<file path="config.mk">
export PLATFORM = sky130hd
export DESIGN_NAME = inst_fetch_unit_flat
export DESIGN_NICKNAME = d
export VERILOG_FILES = /design/src/rtl/cpu_pkg.sv /design/src/rtl/inst_fetch_unit_if.sv /design/src/rtl/inst_fetch_unit_next_pc_logic.sv /design/src/rtl/inst_fetch_unit.sv /design/src/flat_wrapper.sv
export SDC_FILE = /design/constraint.sdc
export NUM_CORES = 1
export LEC_CHECK = 0
export BUFFER_PORTS_ARGS = -buffer_cell sky130_fd_sc_hd__buf_2
export CORE_ASPECT_RATIO = 0.7
export CORE_MARGIN = 5
export CORE_UTILIZATION = 40
export DETAILED_ROUTE_END_ITERATION = 7
export PLACE_DENSITY_LB_ADDON = 0.1
export SLEW_MARGIN = 10
export SYNTH_ARGS = -nofsm -noshare
export SYNTH_HDL_FRONTEND = slang
export SYNTH_HIERARCHICAL = 1
export SYNTH_SLANG_ARGS = --single-unit
export TNS_END_PERCENT = 1
</file>
<file path="constraint.sdc">
create_clock -name clk -period 4.9 [get_ports clk]
set_input_delay 0 -clock clk [delete_from_list [all_inputs] [get_ports clk]]
set_output_delay 0 -clock clk [all_outputs]
set_load 0.05 [all_outputs]
</file>
<file path="src/rtl/cpu_pkg.sv">
// -----------------------------------------------------------------------------
// cpu_pkg
// Definitions shared by the fetch stage and the main control decoder:
//   - MAINCTL opcode constants (inst[31:26])
//   - fetch state machine encoding
//   - default reset PC
// -----------------------------------------------------------------------------
package cpu_pkg;

  // Opcodes decoded by MAINCTL from inst[31:26].
  localparam logic [5:0] OP_RTYPE = 6'b000000;
  localparam logic [5:0] OP_LW    = 6'b100011;
  localparam logic [5:0] OP_SW    = 6'b101011;
  localparam logic [5:0] OP_BEQ   = 6'b000100;
  localparam logic [5:0] OP_J     = 6'b000010;

  // Default reset vector; must be word aligned.
  localparam logic [31:0] PC_RESET_DEFAULT = 32'h0000_0000;

  // Fetch sequencing: one cycle of boot, then alternate request / hold.
  typedef enum logic [1:0] {
    S_BOOT = 2'd0,
    S_REQ  = 2'd1,
    S_HOLD = 2'd2
  } fetch_state_e;

endpackage

</file>
<file path="src/rtl/inst_fetch_unit_if.sv">
// -----------------------------------------------------------------------------
// inst_fetch_unit_if
// Instruction-memory read channel (single outstanding word read).
//   imem_req   : read request, held until imem_ack
//   imem_addr  : word-aligned byte address, stable while imem_req=1
//   imem_ack   : imem_rdata is valid this cycle
//   imem_rdata : returned instruction word
// master = fetch unit, slave = instruction memory.
// -----------------------------------------------------------------------------
interface inst_fetch_unit_if;

  logic        imem_req;
  logic [31:0] imem_addr;
  logic        imem_ack;
  logic [31:0] imem_rdata;

  modport master (
    output imem_req,
    output imem_addr,
    input  imem_ack,
    input  imem_rdata
  );

  modport slave (
    input  imem_req,
    input  imem_addr,
    output imem_ack,
    output imem_rdata
  );

endinterface

</file>
<file path="src/rtl/inst_fetch_unit_next_pc_logic.sv">
// -----------------------------------------------------------------------------
// next_pc_logic
// Purely combinational next-PC selection, shared with future pipelined fetch.
//   pc_plus4 : address of the sequentially following instruction
//   inst     : jump index field inst[25:0]
//   imm_ext  : sign-extended branch offset (in words)
//   Branch, Jump, Zero : decoder / ALU controls
//   next_pc  : selected target (Jump > taken branch > sequential)
// -----------------------------------------------------------------------------
module next_pc_logic (
  input  logic [31:0] pc_plus4,
  input  logic [25:0] inst,
  input  logic [31:0] imm_ext,
  input  logic        Branch,
  input  logic        Jump,
  input  logic        Zero,
  output logic [31:0] next_pc
);

  // NOTE: the default assignment at the top of a combinational block is what
  // keeps it latch-free; every path then leaves next_pc driven.
  always_comb begin
    next_pc = pc_plus4;
    if (Jump) begin
      // Jump stays within the current 256 MB region.
      next_pc = {pc_plus4[31:28], inst, 2'b00};
    end else if (Branch && Zero) begin
      // Word offset relative to pc+4; 32-bit wrap is intentional.
      next_pc = pc_plus4 + (imm_ext << 2);
    end
  end

endmodule

</file>
<file path="src/rtl/inst_fetch_unit.sv">
// -----------------------------------------------------------------------------
// inst_fetch_unit
// Instruction fetch stage feeding MAINCTL and the datapath.
// Holds the PC, reads one word at a time from instruction memory, presents it
// as inst/inst_valid and advances the PC when the datapath commits it.
//   clk, rst_n   : clock, asynchronous active-low reset
//   imem         : instruction-memory read channel (master side)
//   inst         : latched instruction (inst[31:26] -> MAINCTL)
//   inst_valid   : inst holds a fetched, not yet committed instruction
//   inst_ready   : datapath commits inst this cycle
//   pc, pc_plus4 : address of inst and its sequential successor
//   Branch, Jump, Zero, imm_ext : next-PC controls, used only on commit
//   inst_count   : retired-instruction counter (wraps)
// -----------------------------------------------------------------------------
module inst_fetch_unit
  import cpu_pkg::*;
#(
  parameter logic [31:0] PC_RESET = PC_RESET_DEFAULT,
  parameter int unsigned CNT_W    = 16
) (
  input  logic               clk,
  input  logic               rst_n,
  inst_fetch_unit_if.master  imem,
  output logic [31:0]        inst,
  output logic               inst_valid,
  input  logic               inst_ready,
  output logic [31:0]        pc,
  output logic [31:0]        pc_plus4,
  input  logic               Branch,
  input  logic               Jump,
  input  logic               Zero,
  input  logic [31:0]        imm_ext,
  output logic [CNT_W-1:0]   inst_count
);

  // Low address bits are forced to zero so the reset vector is always aligned.
  localparam logic [31:0] PC_RESET_ALIGNED = {PC_RESET[31:2], 2'b00};

  fetch_state_e state_q, state_d;
  logic         load_inst;
  logic         retire;
  logic [31:0]  next_pc;

  // NOTE: sequential state is updated with non-blocking assignments so every
  // register samples pre-edge values regardless of process ordering.
  always_ff @(posedge clk or negedge rst_n) begin
    if (!rst_n) state_q <= S_BOOT;
    else        state_q <= state_d;
  end

  // imem_ack is only honoured in S_REQ, and Branch/Jump/Zero only matter via
  // retire, so stray inputs in other states have no effect.
  always_comb begin
    state_d   = state_q;
    load_inst = 1'b0;
    retire    = 1'b0;
    unique case (state_q)
      S_BOOT: state_d = S_REQ;
      S_REQ: begin
        if (imem.imem_ack) begin
          load_inst = 1'b1;
          state_d   = S_HOLD;
        end
      end
      S_HOLD: begin
        if (inst_ready) begin
          retire  = 1'b1;
          state_d = S_REQ;
        end
      end
      default: state_d = S_BOOT;
    endcase
  end

  // Request and valid decode straight from the state register, so reset
  // removes imem_req asynchronously.
  assign imem.imem_req  = (state_q == S_REQ);
  assign imem.imem_addr = pc;
  assign inst_valid     = (state_q == S_HOLD);
  assign pc_plus4       = pc + 32'd4;

  next_pc_logic u_next_pc (
    .pc_plus4 (pc_plus4),
    .inst     (inst[25:0]),
    .imm_ext  (imm_ext),
    .Branch   (Branch),
    .Jump     (Jump),
    .Zero     (Zero),
    .next_pc  (next_pc)
  );

  always_ff @(posedge clk or negedge rst_n) begin
    if (!rst_n) begin
      pc         <= PC_RESET_ALIGNED;
      inst       <= 32'h0;
      inst_count <= '0;
    end else begin
      if (load_inst) inst <= imem.imem_rdata;
      if (retire) begin
        pc         <= next_pc;
        inst_count <= inst_count + CNT_W'(1);
      end
    end
  end

endmodule

</file>
<file path="src/flat_wrapper.sv">
// flat-port wrapper written by rule: the top's interface ports become plain ports
module inst_fetch_unit_flat import cpu_pkg::*;
#(
  parameter logic [31:0] PC_RESET = PC_RESET_DEFAULT,
  parameter int unsigned CNT_W    = 16
)
  (clk, rst_n, inst, inst_valid, inst_ready, pc, pc_plus4, Branch, Jump, Zero, imm_ext, inst_count, imem_imem_req, imem_imem_addr, imem_imem_ack, imem_imem_rdata);
  inst_fetch_unit_if imem_i ();
  input  logic clk;
  input  logic rst_n;
  output logic [31:0] inst;
  output logic inst_valid;
  input  logic inst_ready;
  output logic [31:0] pc;
  output logic [31:0] pc_plus4;
  input  logic Branch;
  input  logic Jump;
  input  logic Zero;
  input  logic [31:0] imm_ext;
  output logic [CNT_W-1:0] inst_count;
  output wire logic [$bits(imem_i.imem_req)-1:0] imem_imem_req;
  output wire logic [$bits(imem_i.imem_addr)-1:0] imem_imem_addr;
  input wire logic [$bits(imem_i.imem_ack)-1:0] imem_imem_ack;
  input wire logic [$bits(imem_i.imem_rdata)-1:0] imem_imem_rdata;
  assign imem_imem_req = imem_i.imem_req;
  assign imem_imem_addr = imem_i.imem_addr;
  assign imem_i.imem_ack = imem_imem_ack;
  assign imem_i.imem_rdata = imem_imem_rdata;
  inst_fetch_unit #(.PC_RESET(PC_RESET), .CNT_W(CNT_W)) u_core (.clk(clk), .rst_n(rst_n), .imem(imem_i), .inst(inst), .inst_valid(inst_valid), .inst_ready(inst_ready), .pc(pc), .pc_plus4(pc_plus4), .Branch(Branch), .Jump(Jump), .Zero(Zero), .imm_ext(imm_ext), .inst_count(inst_count));
endmodule
</file>
==> results.py <==
metrics = {
    "min_path": {
        "hold_class": "input port to register",
        "min_to": "u_core/imem.imem_addr[31]$_DFFE_PN0P_",
        "hold_start": "imm_ext[29]",
        "hold_depth": 4,
    },
    "cts": {
        "numCtsBuffers": 9,
        "htreeDepth": 3,
        "cts_setup_buffers": 0,
        "clk_path_buf_depth": 2,
        "ctsResizeCount": 0,
        "clock_latency_ns": 0.33,
        "path_clk_slew_ns": 0.06,
        "cts_sinks": 82,
        "cts-root-buf": "clkbuf_16",
        "cts_tree": "done",
        "cts_hold_buf": 36,
    },
    "critical_path": {
        "critPathMaxStageDelay_ns": 0.48,
        "r2r_slack_ns": 0.63,
        "crit_type": "register to register",
        "critPathRequiredTime_ns": 5.12,
        "cp.arrival_ns": 4.49,
        "cp_max_fo": 7,
        "r2r-start": "u_core/imem.imem_addr[2]$_DFFE_PN0P_",
        "endpoint_kind": "register",
        "worstRegToRegCells": 15,
        "cp_slowest_cell": "nor3_1",
        "path_buf_inv": 0,
        "r2r-end": "u_core/imem.imem_addr[25]$_DFFE_PN0P_",
        "path_delay_family": "compound AO/OA/AOI/OAI gates",
        "cp-start-kind": "register",
        "crit_chain": "ha_1 > nand2_1 > nor3_1 > and3_1 > xor2_1 > ha_1 > a21oi_1 > o21ai_0 > a31o_2 > o21ai_2 > a21oi_4 > a31oi_1 > xor2_1 > o221ai_1 > mux2_2",
    },
    "placement": {
        "gp_congestion": 0.905,
        "port_buffers": 214,
        "dp_hpwl_mm": 15.1,
    },
    "synth": {
        "synth-edff-count": 0,
        "synthTopCellsByArea": "dfrtp_1 (33%), mux2_2 (12%), ha_1 (6.3%)",
        "synth_async_sr_flop_share": 1.00,
        "synth_area_leader_cell": "dfrtp_1",
        "synth_cell_type_count": 63,
        "synth.top_cell.area_share": 0.333,
        "ys.warnings.count": 6,
        "ys_seq_area_frac": 0.333,
        "syn_avg_cell_area_um2": 9.39,
        "syn_inst": 657,
        "synth_flop_cell": "dfrtp_1",
        "postSynthNetCount": 760,
        "ys_ff_latch": 82,
        "synthesis.area_um2": 6170,
    },
    "sta": {
        "rsz0062_at_grt": "no",
        "finalHoldViolations": 0,
        "finalClockSkew_ns": 0.00367,
        "setup_viol": 0,
        "finalCritPeriodShare": 0.871,
        "tns_ns": 0,
        "slew_headroom": 0.286,
        "slew_viol_final": 0,
        "fin_crit_ns": 4.27,
        "worst_slew_pin_slew_ns": 1.07,
        "fmax_mhz": 234,
    },
    "global_routing": {
        "grt_pass1_vias": 5458,
        "grt_overflow_total": 0,
        "grt_pass1_wl_mm": 30.6,
        "antenna_found_initial": 0,
        "grt_max_degree": 83,
        "track_usage": 0.215,
    },
    "route": {
        "routed_via_density": 5.33,
        "drcViolationCount": 0,
        "drt_first_iter_violations": 301,
        "wl_per_cell_um": 18.5,
        "final_antenna_net_count": 0,
        "dr.pass1.iters": 5,
        "wl_mm": 19.8,
        "dr_total_vias": 5689,
    },
    "layout": {
        "mostFrequentLayoutCells": "buf_2 (213), dfrtp_1 (82), nand2_1 (67), mux2_2 (67), xnor2_1 (40)",
        "fin_nets": 966,
        "syn2layout_area_growth_pct": 26.6,
        "final_common_cell": "buf_2",
        "drive_above_1_share": 0.373,
        "n_fill_cell": 1469,
        "diodes": 0,
    },
    "status": {
        "status": "completed",
    },
    "die": {
        "fp.dieH_um": 114,
        "dieArea_um2": 18000,
        "coreArea_um2": 15300,
        "rows": 38,
        "fp.dieW_um": 158,
        "initial_utilization": 0.403,
        "io_pins": 217,
    },
    "run": {
        "maxCapViolCount": 0,
    },
}
## cell usage after synthesis, types with 11 or more instances
| cell | count |
|---|---|
| nand2_1 | 67 |
| mux2_2 | 67 |
| dfrtp_1 | 82 |
| buf_4 | 34 |
| nand4_1 | 15 |
| nor2_1 | 32 |
| a21oi_1 | 39 |
| nand3_1 | 23 |
| ha_1 | 31 |
| xnor2_1 | 40 |
| o21ai_0 | 36 |
| nor2b_1 | 12 |
| xor2_1 | 25 |
| a21o_1 | 11 |
| nor3_1 | 13 |
| clkbuf_1 | 19 |
## cells by family after synthesis
kind of cell	Yosys count	share of synthesized area
mux	74	0.134
simple gates	204	0.174
flops	82	0.333
compound gates	132	0.138
buf+inv	68	0.0631
fa+ha+maj	32	0.0661
xor+xnor	65	0.0923
## per-layer routing
layer | part of all wire | track usage | vias to the layer above
met3 | 0.081 | 0.0436 | 10
met4 | 0.0066 | 0.0403 | 0
met2 | 0.43 | 0.311 | 206
li1 | - | - | 2727
met5 | 0 | 0 | -
met1 | 0.48 | 0.333 | 2746
## cell type report
cell class	count	area (µm²)	share of cell area
clock buffer	9	225	0.0288
sequential	82	2050	0.263
clock inverter	7	52.6	0.00673
inverter	8	30.0	0.00385
multi-input combinational	507	3730	0.477
tap	200	250	0.0321
timing repair buffer	255	1470	0.188
## how the worst max path moves through the flow
stage	start	endpoint	cells after the start
floorplan	u_core/imem.imem_addr[2]$_DFFE_PN0P_	u_core/imem.imem_addr[29]$_DFFE_PN0P_	14
global placement	u_core/imem.imem_addr[2]$_DFFE_PN0P_	u_core/imem.imem_addr[29]$_DFFE_PN0P_	14
detailed placement	u_core/imem.imem_addr[2]$_DFFE_PN0P_	u_core/imem.imem_addr[25]$_DFFE_PN0P_	15
CTS	u_core/imem.imem_addr[2]$_DFFE_PN0P_	u_core/imem.imem_addr[25]$_DFFE_PN0P_	15
global route	u_core/imem.imem_addr[2]$_DFFE_PN0P_	u_core/imem.imem_addr[29]$_DFFE_PN0P_	14
finish	u_core/imem.imem_addr[2]$_DFFE_PN0P_	u_core/imem.imem_addr[25]$_DFFE_PN0P_	15
## sequential cells by signal (all words and copies together), names as in the netlist
register,count
u_core/state_q,2
u_core/inst,32
u_core/inst_count,16
u_core/imem.imem_addr,32
## worst min-delay path, cell delays in order
cell,delay [ns]
buf_2,0.11
nand2_1,0.06
o2111ai_1,0.18
mux2_2,0.14
## stage by stage
step | instance area [µm²] | hold slack [ns] | cells | setup slack (ns) | util
2_1_floorplan | 6170 | -0.296 | 657 | 0.220 | -
3_3_place_gp | 7170 | 0.228 | 1016 | 0.817 | 0.468
3_5_place_dp | 7170 | 0.235 | 1016 | 0.717 | 0.468
4_1_cts | 7810 | 0.168 | 1068 | 0.696 | 0.510
5_1_grt | 7810 | 0.217 | 1068 | 0.422 | 0.510
6_report | 7810 | 0.185 | 1068 | 0.630 | 0.510
Power is not shown: default switching activity piles up to over one toggle a cycle in this logic, so the estimate is an artifact.
